File: src/rtl/lc3b_types.sv
// Shared LC-3b pipeline types: control-word fields seen by the hazard unit and
// the MEM-stage data-memory access states.
package lc3b_types;

    typedef enum logic [1:0] {
        D_IDLE = 2'd0,
        D_ACC1 = 2'd1,
        D_ACC2 = 2'd2,
        D_DONE = 2'd3
    } lc3b_dmem_state;

    typedef struct packed {
        logic mem_read;
        logic mem_write;
        logic indirect;
        logic br_taken;
    } lc3b_control_word;

    typedef struct packed {
        logic pc;
        logic if_id;
        logic id_ex;
        logic ex_mem;
        logic mem_wb;
    } lc3b_stage_load;

    typedef struct packed {
        logic if_id;
        logic id_ex;
        logic ex_mem;
    } lc3b_stage_flush;

endpackage

File: src/rtl/pipeline_ctrl_if.sv
// Datapath <-> hazard controller signal bundle. The datapath is the master
// (supplies ctrl words and memory responses); the controller is the slave.
interface pipeline_ctrl_if #(
    parameter int REG_W = 3,
    parameter int CNT_W = 16
);
    logic             imem_resp;
    logic             dmem_resp;
    logic             exm_mem_read;
    logic             exm_mem_write;
    logic             exm_indirect;
    logic             exm_br_taken;
    logic             idex_mem_read;
    logic [REG_W-1:0] idex_dest;
    logic [REG_W-1:0] ifid_src1;
    logic [REG_W-1:0] ifid_src2;
    logic             ifid_use_src1;
    logic             ifid_use_src2;

    logic             load_pc;
    logic             load_if_id;
    logic             load_id_ex;
    logic             load_ex_mem;
    logic             load_mem_wb;
    logic             flush_if_id;
    logic             flush_id_ex;
    logic             flush_ex_mem;
    logic             pc_sel_br;
    logic             imem_read;
    logic             dmem_read;
    logic             dmem_write;
    logic             mar_load_indirect;
    logic [CNT_W-1:0] stall_count;

    modport master (
        output imem_resp, dmem_resp, exm_mem_read, exm_mem_write, exm_indirect,
               exm_br_taken, idex_mem_read, idex_dest, ifid_src1, ifid_src2,
               ifid_use_src1, ifid_use_src2,
        input  load_pc, load_if_id, load_id_ex, load_ex_mem, load_mem_wb,
               flush_if_id, flush_id_ex, flush_ex_mem, pc_sel_br, imem_read,
               dmem_read, dmem_write, mar_load_indirect, stall_count
    );

    modport slave (
        input  imem_resp, dmem_resp, exm_mem_read, exm_mem_write, exm_indirect,
               exm_br_taken, idex_mem_read, idex_dest, ifid_src1, ifid_src2,
               ifid_use_src1, ifid_use_src2,
        output load_pc, load_if_id, load_id_ex, load_ex_mem, load_mem_wb,
               flush_if_id, flush_id_ex, flush_ex_mem, pc_sel_br, imem_read,
               dmem_read, dmem_write, mar_load_indirect, stall_count
    );
endinterface

File: src/rtl/pipeline_ctrl_dmem_fsm.sv
// MEM-stage data-memory access sequencer. Indirect ops (LDI/STI) take two
// accesses: the first always reads the pointer, the second does the real op.
module dmem_fsm
    import lc3b_types::*;
(
    input  logic clk,
    input  logic reset,
    input  logic i_mem_read,
    input  logic i_mem_write,
    input  logic i_indirect,
    input  logic i_dmem_resp,
    output logic o_dmem_stall,
    output logic o_dmem_read,
    output logic o_dmem_write,
    output logic o_mar_load_indirect
);

    lc3b_dmem_state r_state;
    lc3b_dmem_state w_next;
    logic           w_need;

    assign w_need = i_mem_read | i_mem_write;

    always_ff @(posedge clk or posedge reset) begin
        if (reset) r_state <= D_IDLE;
        else       r_state <= w_next;
    end

    always_comb begin
        w_next              = r_state;
        o_dmem_stall        = 1'b0;
        o_dmem_read         = 1'b0;
        o_dmem_write        = 1'b0;
        o_mar_load_indirect = 1'b0;
        case (r_state)
            D_IDLE: begin
                if (w_need) begin
                    w_next       = D_ACC1;
                    o_dmem_stall = 1'b1;
                end
            end
            D_ACC1: begin
                o_dmem_read  = i_mem_read | i_indirect;
                o_dmem_write = i_mem_write & ~i_indirect;
                o_dmem_stall = 1'b1;
                if (i_dmem_resp) begin
                    if (i_indirect) begin
                        o_mar_load_indirect = 1'b1;
                        w_next              = D_ACC2;
                    end else begin
                        o_dmem_stall = 1'b0;
                        w_next       = D_DONE;
                    end
                end
            end
            D_ACC2: begin
                o_dmem_read  = i_mem_read;
                o_dmem_write = i_mem_write;
                o_dmem_stall = 1'b1;
                if (i_dmem_resp) begin
                    o_dmem_stall = 1'b0;
                    w_next       = D_DONE;
                end
            end
            // One settle cycle so the instruction that just advanced into
            // EX/MEM is not mistaken for the one already serviced.
            D_DONE:  w_next = D_IDLE;
            default: w_next = D_IDLE;
        endcase
    end

endmodule

File: src/rtl/pipeline_ctrl.sv
// LC-3b 5-stage hazard/stall controller: stage enables, flushes, PC select,
// load-use bubbles, branch squash and a saturating stall-cycle counter.
module pipeline_ctrl
    import lc3b_types::*;
#(
    parameter int REG_W = 3,
    parameter int CNT_W = 16
) (
    input  logic            clk,
    input  logic            reset,
    pipeline_ctrl_if.slave  bus
);

    lc3b_control_word w_exm;
    lc3b_stage_load   w_load;
    lc3b_stage_flush  w_flush;
    logic [REG_W-1:0] w_dest;
    logic             w_pc_sel_br;
    logic             w_imem_stall;
    logic             w_dmem_stall;
    logic             w_dmem_read;
    logic             w_dmem_write;
    logic             w_mar_ld;
    logic             w_luh;
    logic             w_stall_cycle;
    logic [CNT_W-1:0] r_stall_count;

    assign w_exm = '{mem_read:  bus.exm_mem_read,
                     mem_write: bus.exm_mem_write,
                     indirect:  bus.exm_indirect,
                     br_taken:  bus.exm_br_taken};

    assign w_dest       = bus.idex_dest;
    assign w_imem_stall = ~bus.imem_resp;
    assign w_luh = bus.idex_mem_read &
                   ((bus.ifid_use_src1 & (bus.ifid_src1 == w_dest)) |
                    (bus.ifid_use_src2 & (bus.ifid_src2 == w_dest)));

    dmem_fsm u_dmem_fsm (
        .clk                 (clk),
        .reset               (reset),
        .i_mem_read          (w_exm.mem_read),
        .i_mem_write         (w_exm.mem_write),
        .i_indirect          (w_exm.indirect),
        .i_dmem_resp         (bus.dmem_resp),
        .o_dmem_stall        (w_dmem_stall),
        .o_dmem_read         (w_dmem_read),
        .o_dmem_write        (w_dmem_write),
        .o_mar_load_indirect (w_mar_ld)
    );

    // Frozen pipeline beats branch; branch beats load-use because the
    // dependent instruction is on the wrong path and gets squashed anyway.
    always_comb begin
        w_load        = '0;
        w_flush       = '0;
        w_pc_sel_br   = 1'b0;
        w_stall_cycle = 1'b0;
        if (!reset) begin
            if (w_dmem_stall | w_imem_stall) begin
                w_stall_cycle = 1'b1;
            end else if (w_exm.br_taken) begin
                w_load      = '1;
                w_flush     = '1;
                w_pc_sel_br = 1'b1;
            end else if (w_luh) begin
                w_load        = '{pc: 1'b0, if_id: 1'b0, id_ex: 1'b1,
                                  ex_mem: 1'b1, mem_wb: 1'b1};
                w_flush.id_ex = 1'b1;
                w_stall_cycle = 1'b1;
            end else begin
                w_load = '1;
            end
        end
    end

    always_ff @(posedge clk or posedge reset) begin
        if (reset)
            r_stall_count <= '0;
        else if (w_stall_cycle && (r_stall_count != {CNT_W{1'b1}}))
            r_stall_count <= r_stall_count + {{(CNT_W-1){1'b0}}, 1'b1};
    end

    assign bus.load_pc           = w_load.pc;
    assign bus.load_if_id        = w_load.if_id;
    assign bus.load_id_ex        = w_load.id_ex;
    assign bus.load_ex_mem       = w_load.ex_mem;
    assign bus.load_mem_wb       = w_load.mem_wb;
    assign bus.flush_if_id       = w_flush.if_id;
    assign bus.flush_id_ex       = w_flush.id_ex;
    assign bus.flush_ex_mem      = w_flush.ex_mem;
    assign bus.pc_sel_br         = w_pc_sel_br;
    assign bus.imem_read         = ~reset;
    assign bus.dmem_read         = w_dmem_read & ~reset;
    assign bus.dmem_write        = w_dmem_write & ~reset;
    assign bus.mar_load_indirect = w_mar_ld & ~reset;
    assign bus.stall_count       = r_stall_count;

endmodule

File: src/flat_wrapper.sv
// flat-port wrapper written by rule: the top's interface ports become plain ports
module pipeline_ctrl_flat import lc3b_types::*;
#(
    parameter int REG_W = 3,
    parameter int CNT_W = 16
)
  (clk, reset, bus_imem_resp, bus_dmem_resp, bus_exm_mem_read, bus_exm_mem_write, bus_exm_indirect, bus_exm_br_taken, bus_idex_mem_read, bus_idex_dest, bus_ifid_src1, bus_ifid_src2, bus_ifid_use_src1, bus_ifid_use_src2, bus_load_pc, bus_load_if_id, bus_load_id_ex, bus_load_ex_mem, bus_load_mem_wb, bus_flush_if_id, bus_flush_id_ex, bus_flush_ex_mem, bus_pc_sel_br, bus_imem_read, bus_dmem_read, bus_dmem_write, bus_mar_load_indirect, bus_stall_count);
  pipeline_ctrl_if #(.REG_W(REG_W), .CNT_W(CNT_W)) bus_i ();
  input  logic clk;
  input  logic reset;
  input wire logic [$bits(bus_i.imem_resp)-1:0] bus_imem_resp;
  input wire logic [$bits(bus_i.dmem_resp)-1:0] bus_dmem_resp;
  input wire logic [$bits(bus_i.exm_mem_read)-1:0] bus_exm_mem_read;
  input wire logic [$bits(bus_i.exm_mem_write)-1:0] bus_exm_mem_write;
  input wire logic [$bits(bus_i.exm_indirect)-1:0] bus_exm_indirect;
  input wire logic [$bits(bus_i.exm_br_taken)-1:0] bus_exm_br_taken;
  input wire logic [$bits(bus_i.idex_mem_read)-1:0] bus_idex_mem_read;
  input wire logic [$bits(bus_i.idex_dest)-1:0] bus_idex_dest;
  input wire logic [$bits(bus_i.ifid_src1)-1:0] bus_ifid_src1;
  input wire logic [$bits(bus_i.ifid_src2)-1:0] bus_ifid_src2;
  input wire logic [$bits(bus_i.ifid_use_src1)-1:0] bus_ifid_use_src1;
  input wire logic [$bits(bus_i.ifid_use_src2)-1:0] bus_ifid_use_src2;
  output wire logic [$bits(bus_i.load_pc)-1:0] bus_load_pc;
  output wire logic [$bits(bus_i.load_if_id)-1:0] bus_load_if_id;
  output wire logic [$bits(bus_i.load_id_ex)-1:0] bus_load_id_ex;
  output wire logic [$bits(bus_i.load_ex_mem)-1:0] bus_load_ex_mem;
  output wire logic [$bits(bus_i.load_mem_wb)-1:0] bus_load_mem_wb;
  output wire logic [$bits(bus_i.flush_if_id)-1:0] bus_flush_if_id;
  output wire logic [$bits(bus_i.flush_id_ex)-1:0] bus_flush_id_ex;
  output wire logic [$bits(bus_i.flush_ex_mem)-1:0] bus_flush_ex_mem;
  output wire logic [$bits(bus_i.pc_sel_br)-1:0] bus_pc_sel_br;
  output wire logic [$bits(bus_i.imem_read)-1:0] bus_imem_read;
  output wire logic [$bits(bus_i.dmem_read)-1:0] bus_dmem_read;
  output wire logic [$bits(bus_i.dmem_write)-1:0] bus_dmem_write;
  output wire logic [$bits(bus_i.mar_load_indirect)-1:0] bus_mar_load_indirect;
  output wire logic [$bits(bus_i.stall_count)-1:0] bus_stall_count;
  assign bus_i.imem_resp = bus_imem_resp;
  assign bus_i.dmem_resp = bus_dmem_resp;
  assign bus_i.exm_mem_read = bus_exm_mem_read;
  assign bus_i.exm_mem_write = bus_exm_mem_write;
  assign bus_i.exm_indirect = bus_exm_indirect;
  assign bus_i.exm_br_taken = bus_exm_br_taken;
  assign bus_i.idex_mem_read = bus_idex_mem_read;
  assign bus_i.idex_dest = bus_idex_dest;
  assign bus_i.ifid_src1 = bus_ifid_src1;
  assign bus_i.ifid_src2 = bus_ifid_src2;
  assign bus_i.ifid_use_src1 = bus_ifid_use_src1;
  assign bus_i.ifid_use_src2 = bus_ifid_use_src2;
  assign bus_load_pc = bus_i.load_pc;
  assign bus_load_if_id = bus_i.load_if_id;
  assign bus_load_id_ex = bus_i.load_id_ex;
  assign bus_load_ex_mem = bus_i.load_ex_mem;
  assign bus_load_mem_wb = bus_i.load_mem_wb;
  assign bus_flush_if_id = bus_i.flush_if_id;
  assign bus_flush_id_ex = bus_i.flush_id_ex;
  assign bus_flush_ex_mem = bus_i.flush_ex_mem;
  assign bus_pc_sel_br = bus_i.pc_sel_br;
  assign bus_imem_read = bus_i.imem_read;
  assign bus_dmem_read = bus_i.dmem_read;
  assign bus_dmem_write = bus_i.dmem_write;
  assign bus_mar_load_indirect = bus_i.mar_load_indirect;
  assign bus_stall_count = bus_i.stall_count;
  pipeline_ctrl #(.REG_W(REG_W), .CNT_W(CNT_W)) u_core (.clk(clk), .reset(reset), .bus(bus_i));
endmodule
File: config.mk
export PLATFORM = sky130hd
export DESIGN_NAME = pipeline_ctrl_flat
export DESIGN_NICKNAME = d
export VERILOG_FILES = /design/src/rtl/lc3b_types.sv /design/src/rtl/pipeline_ctrl_if.sv /design/src/rtl/pipeline_ctrl_dmem_fsm.sv /design/src/rtl/pipeline_ctrl.sv /design/src/flat_wrapper.sv
export SDC_FILE = /design/constraint.sdc
export NUM_CORES = 1
export LEC_CHECK = 0
export BUFFER_PORTS_ARGS = -buffer_cell sky130_fd_sc_hd__clkbuf_2
export CAP_MARGIN = 20
export CORE_MARGIN = 4
export CORE_UTILIZATION = 28
export DETAILED_ROUTE_END_ITERATION = 8
export SYNTH_ARGS = -nofsm -noshare
export SYNTH_HDL_FRONTEND = slang
export SYNTH_SLANG_ARGS = --single-unit
File: constraint.sdc
create_clock -name clk -period 1.7 [get_ports clk]
set_input_delay 0.17 -clock clk [delete_from_list [all_inputs] [get_ports clk]]
set_output_delay 0.17 -clock clk [all_outputs]
set_load 0.03 [all_outputs]
==> impl_metrics.json <==
{
  "outcome": "finished with violations",
  "failed_checks": "setup timing",
  "clockRootBuffer": "clkbuf_8",
  "finalCritPeriodShare_pct": 110,
  "fin_nets": 234,
  "gp_congestion": 0.819,
  "numCtsBuffers": 3,
  "top_usage_layer": "met2",
  "path_clk_slew_ps": 80,
  "fp.coreArea_um2": 4690,
  "drcViolationCount": 0,
  "power_frac_clock_pct": 13.5,
  "reg2reg_from": "u_core.u_dmem_fsm.r_state[1]",
  "grt_max_degree": 22,
  "criticalPathCategory": "flop to primary output",
  "antenna_found_initial": 0,
  "cp.arrival_ps": 1690,
  "port_buffers": 48,
  "die_area_um2": 6000,
  "drive_gt1_share_pct": 54.1,
  "slew_headroom_pct": 75.6,
  "gr-usage-met3_pct": 2.44,
  "syn_area_um2": 1350,
  "power_switching_share_pct": 41.9,
  "rsz0062_at_grt": "true",
  "critical_path.endpoint": "bus_flush_ex_mem",
  "timing.fmax_mhz": 537,
  "synth_seq_area_share_pct": 33.3,
  "hpwl_um": 2750,
  "cap_violations": 0,
  "cp-end-kind": "primary output",
  "tightest_slew_ps": 365,
  "setup-violations-final": 24,
  "final-hold-violation-count": 0,
  "io-pin-count": 49,
  "area_delta_synth_final_pct": 57.1,
  "ys.flop_type": "dfrtp_1",
  "multi_input_area_um2": 966,
  "routed_wl_um": 3690,
  "hold_buffers": 0,
  "clock_sinks": 18,
  "global_route.usage.met2_pct": 19.9,
  "powerDensity_nw_per_um2": 1270,
  "die_w_um": 77.5,
  "cts_tree": "built",
  "avgRoutedWirePerCell_um": 14.1,
  "start_util_pct": 28.8,
  "required_ps": 1530,
  "netlist_top_cells_area": "dfrtp_1, xnor2_1, ha_1",
  "seq_area_um2": 455,
  "skew_ps": 9.97,
  "p_switching_w": 0.00113,
  "rr_endpoint": "u_core.bus.stall_count[14]",
  "rr_worst_depth": 7,
  "postSynthAreaPerCell_um2": 9.65,
  "finalSetupTns_ps": -2110,
  "vias": 1294,
  "synth_area_leader_cell": "dfrtp_1",
  "first_pass_iters": 4,
  "synth-seq-cells": 18,
  "ctsLongestPathBuffers": 2,
  "grt_pass1_vias": 1226,
  "fin_ws_ps": -162,
  "grt_pass1_wl_um": 5970,
  "min_period_ps": 1860,
  "final_area_um2": 2120,
  "postPlaceCellArea_um2": 1840,
  "syn_nets": 166,
  "synth_edf_count": 0,
  "leakage_nw": 0.943,
  "fp-row-count": 25,
  "use_met1_pct": 15.8,
  "ant_nets": 0,
  "synth.most_common_cell": "dfrtp_1",
  "track_usage_pct": 12.2,
  "synthDistinctLibCells": 38,
  "antenna_cells": 0,
  "slew_violations": 0,
  "cp_max_fo": 4,
  "intPower_w": 0.00156,
  "synthCells": 140,
  "gr-total-overflow": 0,
  "clk_latency_ps": 260,
  "cts_max_level": 1,
  "crit_path_start_kind": "flop",
  "die_height_um": 77.5,
  "drt_iter0_markers": 31,
  "crit_start": "u_core.u_dmem_fsm.r_state[1]",
  "nFillCells": 444,
  "synth-async-reset-ratio_pct": 100,
  "netlist.area_leader.share_pct": 33.3,
  "vdd_drop_max_mv": 0.746,
  "pwr-share-comb_pct": 61.8,
  "yosys-top-cells-count": "dfrtp_1, xnor2_1, nand2_1, and3_1",
  "ys.warnings.count": 0,
  "viasPerCell": 4.96,
  "ff2ff_setup_slack_ps": -140,
  "sequentialPowerShare_pct": 24.7,
  "hold_class": "input pin to async pin"
}
==> flip-flops by register name, summed over array words and instances, names as in the netlist <==
| signal | flops |
|---|---|
| u_core.bus.stall_count | 16 |
| u_core.u_dmem_fsm.r_state | 2 |
==> how the worst min path moves through the flow <==
stage / to / slack, ps / cells after the start
after global placement: u_core.bus.stall_count[13] / 300 / 3
after floorplan: u_core.bus.stall_count[10] / 230 / 1
final: u_core.bus.stall_count[13] / 30 / 3
after detailed placement: u_core.bus.stall_count[13] / 310 / 3
after global routing: u_core.bus.stall_count[14] / 70 / 3
after CTS: u_core.bus.stall_count[13] / 40 / 3
==> metrics by stage <==
stage / util (%) / setup WS [ps] / hold WS (ps) / power (W) / std cells
2_1_floorplan: - / -119 / 232 / 0.00157 / 140
4_1_cts: 43.8 / -190 / 42.1 / 0.00258 / 259
5_1_grt: 45.3 / -229 / 65.2 / 0.00287 / 261
6_report: 45.3 / -162 / 29.4 / 0.00269 / 261
3_5_place_dp: 39.3 / -211 / 305 / 0.00201 / 254
3_3_place_gp: 39.3 / -175 / 299 / 0.00199 / 254
==> cells in the final DEF (no fill, tap or decap), types with 2 or more instances in the layout <==
master	n
clkbuf_8	12
o21ai_4	2
buf_4	18
and2_1	3
mux2_2	3
xnor2_1	17
and4_1	3
nor2_4	2
dfrtp_2	4
and3_1	8
nand2_1	10
inv_1	2
clkbuf_2	36
dfrtp_1	14
o2111ai_1	3
and3_4	2
nor2_1	5
inv_4	3
o2111a_1	2
nand3_1	2
a21oi_4	2
buf_8	4
a21oi_1	2
nand4_1	4
o211ai_1	6
ha_1	3
buf_6	6
o21ai_1	2
ha_4	3
==> layout make-up <==
class	instances	share of cell area, %
repair buffers	72	26.0
well taps	54	3.18
multi-input cells	108	45.5
flip-flops and latches	18	21.4
inverters	5	1.24
clock buffers	4	2.59
==> worst max-delay path, stage by stage, from the launching register on <==
cell and delay [ps]:
dfrtp_2 430, inv_4 70, ha_4 170, inv_4 70, o2111ai_4 140, a21oi_4 200, and2_4 200, clkbuf_8 160
==> timing repair <==
action                                  4_1_cts  5_1_grt
cloned                                        0        0
setup buffers                                 2        3
endpoints found under the setup margin       27       30
resized for setup                            37       18
pin swaps                                     8        6
==> kinds of logic (layout without fill, tap and decap cells) <==
| kind of cell | after synthesis | in the layout | synth area share (%) |
|---|---|---|---|
| AND/OR/NAND/NOR | 50 | 50 | 20.8 |
| AO/OA/AOI/OAI | 31 | 31 | 18.6 |
| flip-flops | 18 | 18 | 33.3 |
| XOR/XNOR | 17 | 17 | 11.0 |
| buffers and inverters | 14 | 81 | 7.04 |
| adder cells (fa/ha/maj) | 6 | 6 | 5.56 |
| multiplexers | 4 | 4 | 3.61 |
==> power by group through the flow <==
stage / Combinational (W) / Sequential, W / Clock [W]
2_1_floorplan: 0.000788 / 0.000785 / 0
3_3_place_gp: 0.00133 / 0.000657 / 0
3_5_place_dp: 0.00135 / 0.000660 / 0
4_1_cts: 0.00155 / 0.000651 / 0.000372
5_1_grt: 0.00179 / 0.000686 / 0.000394
6_report: 0.00166 / 0.000664 / 0.000363
==> per-layer routing <==
layer	up-vias	share of wire, %
met3	5	6.2
li1	640	-
met1	602	44
met5	-	0
met2	47	48
met4	0	1.7
(Power assumes the default switching activity.)
